File: src/rtl/cpu_stage_sequencer.sv
// Multi-cycle CPU stage sequencer: steps through N_STAGES stages, stalls memory stages on
// mem_ack, and supports halt at instruction boundaries, single-step, and retire/cycle counters.
module cpu_stage_sequencer #(
  parameter int unsigned          N_STAGES        = 5,
  parameter int unsigned          STAGE_W         = 3,
  parameter int unsigned          FETCH_STAGE     = 0,
  parameter int unsigned          PC_UPDATE_STAGE = 4,
  parameter logic [N_STAGES-1:0]  MEM_STAGE_MASK  = 5'b00101,
  parameter int unsigned          CNT_W           = 32
) (
  input  logic                clk,
  input  logic                rst,
  input  logic                mem_ack,
  input  logic                halt_req,
  input  logic                step_mode,
  input  logic                step,
  output logic [STAGE_W-1:0]  stage,
  output logic [N_STAGES-1:0] stage_onehot,
  output logic                mem_req,
  output logic                stage_advance,
  output logic                issue_en,
  output logic                pc_en,
  output logic                halted,
  output logic [CNT_W-1:0]    retired_count,
  output logic [CNT_W-1:0]    cycle_count
);

  typedef enum logic [1:0] {StRun, StHalted, StStepWait} state_e;

  state_e              state_q, state_d;
  logic [STAGE_W-1:0]  stage_q, stage_d;
  logic                halt_pend_q, halt_pend_d;
  logic [CNT_W-1:0]    retired_q, retired_d;
  logic [CNT_W-1:0]    cycle_q, cycle_d;

  logic run;
  logic is_mem;
  logic last_stage;
  logic boundary;

  always_comb begin
    // Gating with rst keeps every strobe low for the whole time reset is held.
    run           = rst && (state_q == StRun);
    is_mem        = MEM_STAGE_MASK[stage_q];
    last_stage    = (stage_q == STAGE_W'(N_STAGES - 1));
    mem_req       = run && is_mem;
    stage_advance = run && (!is_mem || mem_ack);
    issue_en      = stage_advance && (stage_q == STAGE_W'(FETCH_STAGE));
    pc_en         = stage_advance && (stage_q == STAGE_W'(PC_UPDATE_STAGE));
    halted        = rst && (state_q != StRun);
    boundary      = stage_advance && last_stage;
    stage         = stage_q;
    retired_count = retired_q;
    cycle_count   = cycle_q;
  end

  always_comb begin
    stage_onehot = '0;
    for (int unsigned i = 0; i < N_STAGES; i++) begin
      stage_onehot[i] = run && (stage_q == STAGE_W'(i));
    end
  end

  always_comb begin
    state_d     = state_q;
    stage_d     = stage_q;
    halt_pend_d = halt_pend_q;
    retired_d   = retired_q;
    cycle_d     = cycle_q;
    unique case (state_q)
      StRun: begin
        cycle_d = cycle_q + CNT_W'(1);
        if (halt_req) halt_pend_d = 1'b1;
        if (stage_advance) stage_d = last_stage ? '0 : stage_q + STAGE_W'(1);
        if (boundary) begin
          retired_d = retired_q + CNT_W'(1);
          if (halt_pend_q || halt_req) begin
            state_d     = StHalted;
            halt_pend_d = 1'b0;
          end else if (step_mode) begin
            state_d = StStepWait;
          end
        end
      end
      StHalted: begin
        stage_d = '0;
        if (!halt_req) state_d = step_mode ? StStepWait : StRun;
      end
      StStepWait: begin
        stage_d = '0;
        if (halt_req) begin
          state_d     = StHalted;
          halt_pend_d = 1'b0;
        end else if (step || !step_mode) begin
          state_d = StRun;
        end
      end
      default: begin
        state_d     = StRun;
        stage_d     = '0;
        halt_pend_d = 1'b0;
      end
    endcase
  end

  always_ff @(posedge clk or negedge rst) begin
    if (!rst) begin
      state_q     <= StRun;
      stage_q     <= '0;
      halt_pend_q <= 1'b0;
      retired_q   <= '0;
      cycle_q     <= '0;
    end else begin
      state_q     <= state_d;
      stage_q     <= stage_d;
      halt_pend_q <= halt_pend_d;
      retired_q   <= retired_d;
      cycle_q     <= cycle_d;
    end
  end

endmodule

File: config.mk
export PLATFORM = sky130hd
export DESIGN_NAME = cpu_stage_sequencer
export DESIGN_NICKNAME = d
export VERILOG_FILES = /design/src/rtl/cpu_stage_sequencer.sv
export SDC_FILE = /design/constraint.sdc
export NUM_CORES = 1
export LEC_CHECK = 0
export CAP_MARGIN = 20
export CORE_ASPECT_RATIO = 1.1
export CORE_MARGIN = 4
export CORE_UTILIZATION = 65
export DETAILED_ROUTE_END_ITERATION = 8
export DONT_BUFFER_PORTS = 1
export GPL_ROUTABILITY_DRIVEN = 0
export MAX_ROUTING_LAYER = met4
export PLACE_DENSITY_LB_ADDON = 0.05
export SYNTH_ARGS = -nofsm -noshare
export SYNTH_HDL_FRONTEND = slang
export SYNTH_SLANG_ARGS = --single-unit
File: constraint.sdc
create_clock -name clk -period 2.8 [get_ports clk]
set_input_delay 0.14 -clock clk [delete_from_list [all_inputs] [get_ports clk]]
set_output_delay 0.14 -clock clk [all_outputs]
set_load 0.03 [all_outputs]
-- Yosys cells after proc, flatten, opt, wreduce, memory -nomap -nowiden
Memory sizes are Yosys's and may differ from the RTL's.
Index checks and enable logic that the tools add are counted.
- shift-type cells: 0
- eq/ne operators: 12
- $add $sub $neg: 3
- order comparisons: 1
- multiply operators: 0
- reduce and logical (&&, ||, !) cells: 22
- multiplexer cells: 17
- divide/modulo/power cells: 0
- bitwise gates (word level): 1
- operator list (cell ; count):
    adder 32 x 1 -> 32 bit, second input constant ; 2
    two-way mux 2 bit ; 7
    logical AND 1 bit ; 11
    two-way mux 3 bit ; 3
    != test 2 bit, second input constant ; 4
    == test 3 x 2 -> 1 bit, second input constant ; 2
    case mux 2 bit (3 select lines) ; 1
    two-way mux 1 bit ; 5
    < comparator 3 x 4 -> 1 bit, second input constant ; 1
    AND reduction 2 bit ; 2
    AND reduction 4 bit ; 1
    adder 3 x 1 -> 3 bit, second input constant ; 1
    == test 3 x 1 -> 1 bit, second input constant ; 1
    == test 3 bit, second input constant ; 1
    zero test 3 bit ; 1
    logical OR 1 bit ; 3
    != test 3 x 2 -> 1 bit, second input constant ; 1
    != test 3 bit, second input constant ; 1
    case mux 1 bit (3 select lines) ; 1
    == test 2 x 1 -> 1 bit, second input constant ; 1
    == test 2 bit, second input constant ; 1
    zero test 1 bit ; 2
    zero test 2 bit ; 1
    nonzero test 2 bit ; 1
    NOT 1 bit ; 1
- memory bits (writable): 0
- memories kept: 1
- bits of input ports: 6
- latch bits: 0
- bits in registers: 70
- ROM bits: 8
- memory list (name ; depth ; width ; rd ports ; clocked after Yosys merged registers in ; wr ports ; line ; RTL):
    (name not given) ; 8 ; 1 ; 1 ; 0 ; 0 ; 44 ; is_mem = MEM_STAGE_MASK[stage_q];

-- Longest topological paths before layout
- depth in word-level cells: 8
- gate-level depth with buffers: 8
- depth with buffers taken out: 7

-- Worst setup path before layout
Ideal clock, no wire load.
- path kind: reg-to-reg
- start point: register stage_q[0] (netlist: stage[0])
- end point: register retired_q[23] (netlist: retired_count[23])
- stages on the path, launching flop included: 8
- setup slack: 0.752 ns
- library setup time: 0.135 ns
- arrival: 1.913 ns
- cell sequence: dfrtp_1 inv_1 ha_1 nand4bb_1 nor4_4 buf_2 nand4_1 xnor2_1
- word-level cells in the longest chain between the ends: 7
- elaborated cells on any way between the ends: 8
- those cells by class: 1 x eq/ne; 1 x mux; 5 x reduce/logical; 1 x memory
- RTL lines (what ; line ; RTL):
    start: declaration ; 31 ; logic [STAGE_W-1:0] stage_q, stage_d;
    start signal: assignment ; 115 ; stage_q <= stage_d;
    memory read (8 x 1 bit) ; -- ;
    two-way mux 1 bit (not written as such) ; 44 ;
    zero test 1 bit ; 47 ; stage_advance = run && (!is_mem || mem_ack);
    logical OR 1 bit ; 47 ;
    logical AND 1 bit ; 47 ;
    logical AND 1 bit (*) ; 51 ; boundary = stage_advance && last_stage;
    AND reduction 2 bit (no line) (*) ; -- ;
    end signal: assignment ; 117 ; retired_q <= retired_d;
    end: declaration ; 33 ; logic [CNT_W-1:0] retired_q, retired_d;
Mark *: on every way between the ends. The rest lies on a longest branch, timed or not. The select of a mux whose other input is x is not followed.
A chain may end at the register's enable or synchronous reset.

-- Final worst setup path
- start point: register stage_q[0] (netlist: stage[0])
- end point: register state_q[1]
- word-level cells in the longest chain between the ends: 8
- elaborated cells on any way between the ends: 9
- those cells by class: 2 x eq/ne; 1 x mux; 5 x reduce/logical; 1 x memory
- RTL lines (what ; line ; RTL):
    memory read (8 x 1 bit) ; -- ;
    two-way mux 1 bit (not written as such) ; 44 ;
    zero test 1 bit ; 47 ;
    logical OR 1 bit ; 47 ;
    logical AND 1 bit ; 47 ;
    logical AND 1 bit (*) ; 51 ;
    != test 2 bit (no line) (*) ; -- ;
    AND reduction 4 bit (no line) (*) ; -- ;
    end signal: assignment ; 108 ; state_q <= StRun;
    end signal: assignment ; 114 ; state_q <= state_d;
    end: declaration ; 30 ; state_e state_q, state_d;
Marked as above.

==> results.md <==
- Count of cell types in the netlist: 46
- Initial Util: 0.6835
- Core area: between 5000 and 6000 um2
- Final net count: 345
- Area contributors post-synth: dfrtp_1, xnor2_1, nand4_1
- H-Tree Depth: 3
- Cts bufs inserted: 9
- Antenna Nets Post-Route: 0
- Synth top area share: 0.4991
- Ys Warns: 0
- Critical path data arrival time: approximately 2.9 ns
- Sink Count: 70
- Leak: between 1.5 and 2 nW
- Dpl hpwl: 5.034 mm
- Max_cap viols: 0
- Final setup viols: 0
- Global-route wire length before repair: 11.92 mm
- Critical Path Sink Type: flop
- CP startpoint kind: flop
- Reg clk slew, reported paths: 0.07 ns
- Boundary pin count: 83
- Avg Cell Area, Syn: about 11 um2
- Gr usage total: 0.2351
- Yosys reg bits: 70
- Worst Tran Pin Value: 0.7003 ns
- Setup TNS: 0 ns
- Chip Width: between 70 and 80 um
- Final wirelength: 7.012 mm
- Share of layout cells above drive strength 1: 0.1068
- Register area share after synthesis: 0.4991
- # port buffers: 0
- Post-Syn Area: 3510 um2
- CP max FO: 8
- Slew HR: 0.5293
- Final Slew Violations: 0
- Maximum vdd drop: 0.0005296 V
- Vias per inst: 5.927
- Min Tclk post-route: 2.570 ns
- Vias in the first global route: 2,462
- Synthesized Nets: about 330
- Post-synth top area cell: dfrtp_1
- DRT iter0 DRCs: 58
- CTS tree: built
- Initial antenna violation count: 0
- Clock Path Buffers: 2
- Drt wl/cell: 17.14 um
- Die Height: between 80 and 90 um
- Via count: about 2,400
- CTS Root Buffer Type: clkbuf_8
- Fin. Hold Viols: 0
- Cell Rows: 27
- Pwr Density: 709.8 nW/um2
- Area Overhead vs Synth: 8.877%
- Status: finished, final reports clean
- Max Fclk: 0.3891 GHz
- Clk_skew: 0.009612 ns
- Clock Latency Late Sink: roughly 0.34 ns
- Antenna Cells: 0
- Setup ws final: 0.2297 ns
- Synthesized instance count: 320
- Largest net degree at the start of global routing: 74
- Total grt overflow: 0
- Unrepaired setup endpoints after global routing: no
- Hold WC Path Type: in -> reg
- Die area: 6640 um2
- Worst Path Required: 3.07 ns
- Crit path kind: reg -> reg
- DRT Pass-1 Iters: 5
- Pre-CTS setup slack: 0.6169 ns
- Drc violations: 0
- Fin crit share: 0.9180
-- where the power goes --
group | total (W) | internal [W] | switching [W]
Sequential | 0.00143 | 0.00111 | 0.000316
Combinational | 0.000558 | 0.000213 | 0.000345
Clock | 0.000727 | 0.000369 | 0.000357
Total | 0.00271 | 0.00169 | 0.00102
-- registers in the layout, summed over array words and instances, names as in the netlist --
signal and count:
halt_pend_q 1, stage 3, cycle_count 32, state_q 2
retired_count 32
-- metrics by stage --
| stage | hold slack [ns] | util | cells | instance area, um2 | total power, W |
|---|---|---|---|---|---|
| 6_report | 0.02902 | 0.7442 | 409 | 3821 | 0.002712 |
| 5_1_grt | 0.05288 | 0.7442 | 409 | 3821 | 0.002863 |
| 4_1_cts | 0.02330 | 0.7437 | 409 | 3819 | 0.002734 |
| 3_5_place_dp | -0.1539 | 0.6979 | 389 | 3583 | 0.001983 |
| 3_3_place_gp | -0.1540 | 0.6979 | 389 | 3583 | 0.001960 |
| 2_1_floorplan | -0.1556 | - | 320 | 3510 | 0.001872 |
-- worst max-delay path, cell delays in order, from the launching register on --
cell and delay, ns:
dfrtp_1 0.37, buf_4 0.19, inv_1 0.10, ha_1 0.23, nand2_1 0.16, or2_1 0.38
inv_4 0.19, a221oi_1 0.10, nor3b_1 0.21, dlygate4sd3_1 0.58
-- cell type report --
cell class / count / area, um2
Clock buffer: 13 / 158.9
Clock inverter: 3 / 18.77
Fill cell: 368 / 1314
Inverter: 11 / 43.79
Multi-Input combinational cell: 232 / 1669
Sequential cell: 70 / 1753
Tap cell: 72 / 90.09
Timing Repair Buffer: 8 / 87.58
-- layer usage --
metal / vias to the layer above / GRT usage / share of wire
li1: 1155 / - / -
met1: 1176 / 0.2772 / 0.42
met2: 78 / 0.3762 / 0.50
met3: 15 / 0.07537 / 0.061
met4: 0 / 0.09062 / 0.020
met5: - / - / 0
-- Yosys cell counts (all sizes together) --
cell     number
dfrtp        70
xnor2        47
nand4        25
nand2        24
nand3        24
xor2         15
nor2         14
nor3         14
and3         13
inv          10
nor4         10
and2          7
ha            7
buf           6
and4          3
nand4b        3
nand4bb       3
or2           3
mux2          2
nor3b         2
a21o          1
a21oi         1
a221oi        1
a31oi         1
and3b         1
clkbuf        1
clkinv        1
nand2b        1
nand3b        1
o2111ai       1
o211ai        1
o21a          1
o21ai         1
o31ai         1
o32ai         1
or3           1
or3b          1
or4           1
-- logic make-up (layout without fill, tap and decap cells) --
logic type | after synthesis | in the layout | share of synthesized area
AND/OR/NAND/NOR | 151 | 151 | 0.2688
adder cells (fa/ha/maj) | 7 | 7 | 0.02495
AO/OA/AOI/OAI | 10 | 10 | 0.02068
flip-flops | 70 | 70 | 0.4991
multiplexers | 2 | 2 | 0.006417
buffers and inverters | 18 | 35 | 0.02531
XOR/XNOR | 62 | 62 | 0.1547
-- final timing paths --
path                       slack (ns)               startpoint                     endpoint  cells past startpoint
hold / removal                   0.03                 halt_req      halt_pend_q$_DFFE_PN0P_                      2
max in group asynchronous        2.15                      rst         stage[1]$_DFFE_PN0P_                      2
hold reg to reg                  0.59  halt_pend_q$_DFFE_PN0P_       state_q[0]$_DFFE_PN0P_                      2
setup reg to reg                 0.23     stage[0]$_DFFE_PN0P_       state_q[1]$_DFFE_PN0P_                      9
setup / recovery                 0.23     stage[0]$_DFFE_PN0P_       state_q[1]$_DFFE_PN0P_                      9
min in group asynchronous        0.35                      rst  cycle_count[27]$_DFFE_PN0N_                      2
-- cells in the final DEF, fill, tap and decap left out, types with 2 or more instances in the layout --
cell type and instances:
nand3_1 23, xnor2_1 47, clkbuf_1 2, nor2_1 14, nand4_1 25, nand4bb_1 3
or2_1 2, and4_1 3, nand4b_1 3, nor4_4 3, and3_1 13, dfrtp_1 69
clkinv_2 2, buf_4 4, xor2_1 15, inv_1 10, and2_1 7, dlygate4sd3_1 3
clkbuf_8 11, nor3_1 11, nand2_1 24, nor3_2 3, nor4_2 5, nor4_1 2
ha_1 7, nor3b_1 2
-- timing repair --
item / 4_1_cts / 5_1_grt
hold buffers: 4 / 0
gates resized for setup: 0 / 2
endpoints found under the setup margin: 0 / 1
setup buffers: 0 / 0
endpoints found under the hold margin: 74 / 0
Power figures use the tool's default switching activity.
